`src/rtl/otter_pipe_pkg.sv`:
```
// Shared types for the OTTER pipeline front end: 2-bit predictor counter
// states and the branch-predictor table entry record.
package otter_pipe_pkg;

  typedef enum logic [1:0] {
    CNT_SNT = 2'b00,
    CNT_WNT = 2'b01,
    CNT_WT  = 2'b10,
    CNT_ST  = 2'b11
  } cnt2_e;

  // Tag field is sized for the smallest table; narrower tags leave upper bits zero.
  localparam int TAG_W = 30;

  typedef struct packed {
    logic             valid;
    logic [TAG_W-1:0] tag;
    cnt2_e            cnt;
    logic [31:0]      target;
  } bp_entry_t;

  localparam bp_entry_t ENTRY_RST = '{valid: 1'b0, tag: {TAG_W{1'b0}}, cnt: CNT_WNT, target: 32'h0000_0000};

endpackage

```
`src/rtl/pipe_sat_counter2.sv`:
```
// Next-state logic of a 2-bit saturating taken/not-taken counter.
module pipe_sat_counter2
  import otter_pipe_pkg::*;
(
  input  cnt2_e state,
  input  logic  taken,
  output cnt2_e next
);

  // Step toward strongly-taken or strongly-not-taken, holding at the ends.
  always_comb begin
    next = state;
    case (state)
      CNT_SNT: next = taken ? CNT_WNT : CNT_SNT;
      CNT_WNT: next = taken ? CNT_WT  : CNT_SNT;
      CNT_WT:  next = taken ? CNT_ST  : CNT_WNT;
      CNT_ST:  next = taken ? CNT_ST  : CNT_WT;
      default: next = CNT_WNT;
    endcase
  end

endmodule

```
`src/rtl/pipe_branch_predictor.sv`:
```
// Direct-mapped branch predictor with 2-bit counters and target storage,
// mispredict flush/redirect generation and saturating branch statistics.
module pipe_branch_predictor
  import otter_pipe_pkg::*;
#(
  parameter int ENTRIES = 16,
  parameter int CNT_W   = 16
) (
  input  logic             CLK,
  input  logic             RST_N,
  input  logic [31:0]      fetch_pc,
  output logic             pred_taken,
  output logic [31:0]      pred_target,
  input  logic             upd_valid,
  input  logic [31:0]      upd_pc,
  input  logic             upd_taken,
  input  logic [31:0]      upd_target,
  input  logic             upd_pred_taken,
  input  logic [31:0]      upd_pred_target,
  output logic             flush,
  output logic [31:0]      redirect_pc,
  output logic [CNT_W-1:0] branch_count,
  output logic [CNT_W-1:0] mispredict_count
);

  localparam int IDX = $clog2(ENTRIES);

  bp_entry_t tbl_q [ENTRIES];
  bp_entry_t tbl_d [ENTRIES];

  logic             flush_q, flush_d;
  logic [31:0]      redirect_q, redirect_d;
  logic [CNT_W-1:0] bcnt_q, bcnt_d;
  logic [CNT_W-1:0] mcnt_q, mcnt_d;

  logic [IDX-1:0]   fetch_idx_s, upd_idx_s;
  logic [TAG_W-1:0] fetch_tag_s, upd_tag_s;
  logic             upd_hit_s, mispred_s;
  cnt2_e            cnt_next_s;

  assign fetch_idx_s = fetch_pc[IDX+1:2];
  assign fetch_tag_s = TAG_W'(fetch_pc >> (IDX + 2));
  assign upd_idx_s   = upd_pc[IDX+1:2];
  assign upd_tag_s   = TAG_W'(upd_pc >> (IDX + 2));
  assign upd_hit_s   = tbl_q[upd_idx_s].valid && (tbl_q[upd_idx_s].tag == upd_tag_s);

  // Lookup reads the registered table only, so a same-cycle update is not visible.
  always_comb begin
    pred_taken  = 1'b0;
    pred_target = fetch_pc + 32'd4;
    if (tbl_q[fetch_idx_s].valid && (tbl_q[fetch_idx_s].tag == fetch_tag_s) &&
        tbl_q[fetch_idx_s].cnt[1]) begin
      pred_taken  = 1'b1;
      pred_target = tbl_q[fetch_idx_s].target;
    end else begin
      pred_taken  = 1'b0;
    end
  end

  pipe_sat_counter2 u_sat (
    .state (tbl_q[upd_idx_s].cnt),
    .taken (upd_taken),
    .next  (cnt_next_s)
  );

  assign mispred_s = upd_valid &&
                     ((upd_taken != upd_pred_taken) ||
                      (upd_taken && (upd_target != upd_pred_target)));

  // Table training, flush/redirect generation and statistics.
  always_comb begin
    tbl_d      = tbl_q;
    flush_d    = mispred_s;
    redirect_d = redirect_q;
    bcnt_d     = bcnt_q;
    mcnt_d     = mcnt_q;
    if (upd_valid) begin
      if (upd_hit_s) begin
        tbl_d[upd_idx_s].cnt = cnt_next_s;
        if (upd_taken) begin
          tbl_d[upd_idx_s].target = upd_target;
        end else begin
          tbl_d[upd_idx_s].target = tbl_q[upd_idx_s].target;
        end
      end else if (upd_taken) begin
        tbl_d[upd_idx_s] = '{valid: 1'b1, tag: upd_tag_s, cnt: CNT_WT, target: upd_target};
      end else begin
        tbl_d[upd_idx_s] = tbl_q[upd_idx_s];
      end
      bcnt_d = (&bcnt_q) ? bcnt_q : bcnt_q + CNT_W'(1);
    end else begin
      bcnt_d = bcnt_q;
    end
    if (mispred_s) begin
      redirect_d = upd_taken ? upd_target : upd_pc + 32'd4;
      mcnt_d     = (&mcnt_q) ? mcnt_q : mcnt_q + CNT_W'(1);
    end else begin
      redirect_d = redirect_q;
    end
  end

  // State registers.
  always_ff @(posedge CLK or negedge RST_N) begin
    if (!RST_N) begin
      for (int i = 0; i < ENTRIES; i++) begin
        tbl_q[i] <= ENTRY_RST;
      end
      flush_q    <= 1'b0;
      redirect_q <= 32'h0000_0000;
      bcnt_q     <= {CNT_W{1'b0}};
      mcnt_q     <= {CNT_W{1'b0}};
    end else begin
      for (int i = 0; i < ENTRIES; i++) begin
        tbl_q[i] <= tbl_d[i];
      end
      flush_q    <= flush_d;
      redirect_q <= redirect_d;
      bcnt_q     <= bcnt_d;
      mcnt_q     <= mcnt_d;
    end
  end

  assign flush            = flush_q;
  assign redirect_pc      = redirect_q;
  assign branch_count     = bcnt_q;
  assign mispredict_count = mcnt_q;

endmodule

```
`config.mk`:
```
export PLATFORM = sky130hd
export DESIGN_NAME = pipe_branch_predictor
export DESIGN_NICKNAME = d
export VERILOG_FILES = /design/src/rtl/otter_pipe_pkg.sv /design/src/rtl/pipe_sat_counter2.sv /design/src/rtl/pipe_branch_predictor.sv
export SDC_FILE = /design/constraint.sdc
export NUM_CORES = 2
export LEC_CHECK = 0
export ABC_AREA = 1
export CAP_MARGIN = 20
export CORE_MARGIN = 2
export CORE_UTILIZATION = 55
export CTS_BUF_LIST = sky130_fd_sc_hd__clkbuf_2
export CTS_CLUSTER_SIZE = 40
export DETAILED_ROUTE_END_ITERATION = 6
export PLACE_DENSITY = 0.73
export SLEW_MARGIN = 20
export SYNTH_ARGS = -nofsm -noshare
export SYNTH_HDL_FRONTEND = slang
export SYNTH_SLANG_ARGS = --single-unit
```
`constraint.sdc`:
```
create_clock -name CLK -period 6.4 [get_ports CLK]
set_clock_uncertainty 0.1 [all_clocks]
set_input_delay 0.64 -clock CLK [delete_from_list [all_inputs] [get_ports CLK]]
set_output_delay 0.64 -clock CLK [all_outputs]
set_load 0.05 [all_outputs]
```
==> summary.txt <==
Synthesized area = 0.0657 sq mm
R2R Path End = tbl_q[692]$_DFFE_PN0P_
CP Capture Type = output port
Yosys top cell by area = dfrtp_1
Final WL = 269000 um
Mux cell area share after synthesis = 2.20%
Status = finished with violations
Routed len/inst = 23.8 um
Site Rows = 126
GPL Wtd Cong = 1.04
Tcrit/Tclk final = 90.4%
Top cells by area, synth = dfrtp_1, nand2_1, o21ai_0, a21oi_1, inv_1
Global Route Usage Sum = 43.4%
Hold_buf cts = 60
Vias in the first global route = 64.4k
Top cells by count, synth = nand2_1, o21ai_0, dfrtp_1
PnR worst setup slack = 0.617 ns
Hold Violations, Final = 0
Initial DRC count = 11.2k
Max_cap viols = 0
Vias after detailed routing = 69.1k
Core ar. = 0.118 sq mm
Max Freq = 173 MHz
Initial antenna violation count = 21
Fin Hold WS = 0.154 ns
Max incr delay on CP = 0.48 ns
Final critical-path required period = 5.78 ns
Post-synthesis simple-gate area fraction = 23.0%
Slowest library cell on the worst path = o21ai_0
Tightest Pin Transition = 1.40 ns
Synth Flop Type = dfrtp_1
Final Setup Violations = 0
Synth Instances = 9468
Top-count cell post-synth = nand2_1
Crit-path cells = o21ai_0 -> o21ai_0 -> nand2_1 -> nand2_1 -> inv_1 -> nand3_1 -> nand2_1 -> nor2_1 -> nand2_1 -> nor2_1 -> nand2_1 -> inv_1 -> nand2_2 -> buf_4 -> o21ai_0 -> buf_12
Crit-path max FO = 33
Worst min path class = primary input to register
Nets = 9687
CP Launch Type = register
Post-synth EDFFs = 0
Remaining antenna violation count = 0
Family with the most delay on the worst path = simple AND/OR/NAND/NOR gates
First-pass GRT wire length = 400000 um
Complex-gate fraction of the synthesized area = 21.4%
Clock-pin slew on the worst setup and hold paths = 0.10 ns
CP bufs+invs = 4
Clk buf depth = 4
Post-Synth XOR/XNOR Area = 1.00%
Fraction of registers with async set/reset = 100%
Total Power = 20.1 mW
Fill cells = 11.0k
Worst reg2reg startpoint = tbl_q[173]$_DFFE_PN0P_
I/O pins = 231
Critical Path Stages = 16
Register-to-Register Path Depth = 18
Initial core utilization = 55.5%
H-tree depth = 5
Vias per cell = 6.12
DRC Markers = 1
# Post-CTS Setup Buffers = 0
Syn_nets = 9609
Failing checks = design-rule violations
PD cells = 278 mW/mm^2
TritonRoute pass-1 iters = 7
TritonCTS buffer count = 322
Post-detail-place hpwl = 163000 um
Post-synthesis adder-cell area fraction = 0.152%
Largest family of logic cells by synthesized area = simple AND/OR/NAND/NOR gates
Post-cts sizing count = 0
Max-slew headroom = 5.75%
GRT overflow = 0
Yosys cell types = 47
Data required, critical path = 5.66 ns
Yosys warns = 0
Final Max Slew Viols = 0
TritonCTS sink count = 1105
#FFs+latches synth = 1105
Clk root buf = clkbuf_2
Fraction of layout cells with a size suffix above 1 = 9.44%
Layout Utilization = 61.3%
Register area share after synthesis = 42.1%
RSZ-0062 raised after global routing = no
Hold_sp = upd_target[28]
Pre-CTS setup slack = 1.00 ns
Leak = 35.0 nW
Number of I/O port buffers = 230
Die X = 350 um
Max VDD drop = 0.371 mV
WP data arrival = 5.04 ns
TNS Setup = 0 ns
Area grow syn2layout = 10.4%
CTS tree = done
Mean Syn Cell Area = 6.94 sq um
Area share of the largest cell type after synthesis = 41.5%
Kind of critical path = register to output port
Die height = 350 um
Most used cell along the critical path = nand2_1
Largest net degree at the start of global routing = 198
FF-to-FF setup slack = 2.24 ns
Full die area = 0.122 sq mm
Worst skew pair latency = 1.87 ns
Hold Crit Depth = 5
## where the power goes
part / internal (mW) / switching, mW / total [mW]
combinational: 1.86 / 3.69 / 5.56
sequential: 8.50 / 0.898 / 9.39
clock: 1.95 / 3.21 / 5.16
total: 12.3 / 7.80 / 20.1
## metal layers
layer  part of all wire, %  vias up  GRT usage (%)  wire [um]
li1                      -    31100              -          -
met1                    37    31900           56.6     101000
met2                    41     4939           60.9     110000
met3                    15     1149           16.1      40600
met4                   6.6       30           27.1      17700
met5                 0.088        -              0        237
## worst max path at each step
stage                                  from               to  slack [ns]
finish               tbl_q[122]$_DFFE_PN0P_   pred_target[4]        0.62
CTS                 tbl_q[1038]$_DFFE_PN0P_   pred_target[4]        0.55
global placement                fetch_pc[5]   pred_target[6]        1.08
detailed placement              fetch_pc[5]   pred_target[4]         1.0
floorplan                       fetch_pc[2]  pred_target[24]        2.06
global route         tbl_q[707]$_DFFE_PN0P_  pred_target[31]        0.25
## worst register-to-register path, cell delays in order (launching register included)
cell and delay, ns:
dfrtp_1 0.39, inv_1 0.07, nand2_1 0.05, nand3_1 0.10, nand2_1 0.08, nand2_1 0.06
nand2_1 0.09, nor2_1 0.43, inv_1 0.18, nand2_1 0.10, nand4_1 0.08, nor2_1 0.18
nand2_1 0.08, nor2_1 0.19, nand2_4 0.39, nand2_2 0.80, buf_12 0.28, nand2_1 0.10
o21ai_1 0.07
## logic make-up (layout without fill, tap and decap cells)
logic type | after synthesis | in the layout
simple gates | 3774 | 3774
compound gates | 2722 | 2722
buf+inv | 1656 | 1931
flops | 1105 | 1105
mux | 128 | 128
xor+xnor | 75 | 75
fa+ha+maj | 8 | 8
other cells | 0 | 17
## metrics by stage
| stage | cell area (sq um) | std cells |
|---|---|---|
| 5_1_grt | 72500 | 11300 |
| 4_1_cts | 72300 | 11300 |
| 2_1_floorplan | 65700 | 9468 |
| 6_report | 72500 | 11300 |
| 3_5_place_dp | 69100 | 10700 |
| 3_3_place_gp | 69100 | 10700 |
## final cells by class
cell class	instances	area, sq um	share of cell area [%]
Sequential cell	1105	27700	38.2
Tap cell	1536	1920	2.65
Antenna cell	17	42.5	0.0587
Inverter	953	3610	4.98
Timing Repair Buffer	457	5080	7.01
Clock inverter	56	251	0.347
Multi-Input combinational cell	6707	31600	43.6
Clock buffer	465	2330	3.21
## cell usage in the layout (no fill, tap or decap), drive strengths merged, types with 16 or more instances in the layout
cell type and instances:
dfrtp 1089, mux2 128, clkinv 57, a21boi 50, o21ai 1602, xor2 62
nor2 536, diode 17, a21oi 961, nor3 29, a311oi 27, o211ai 51
clkbuf 466, buf 206, nand2 2639, dfstp 16, nand4 35, inv 950
dlygate4sd3 60, clkdlybuf4s50 190, nor4 51, nand3 467
Power figures use the tool's default switching activity.
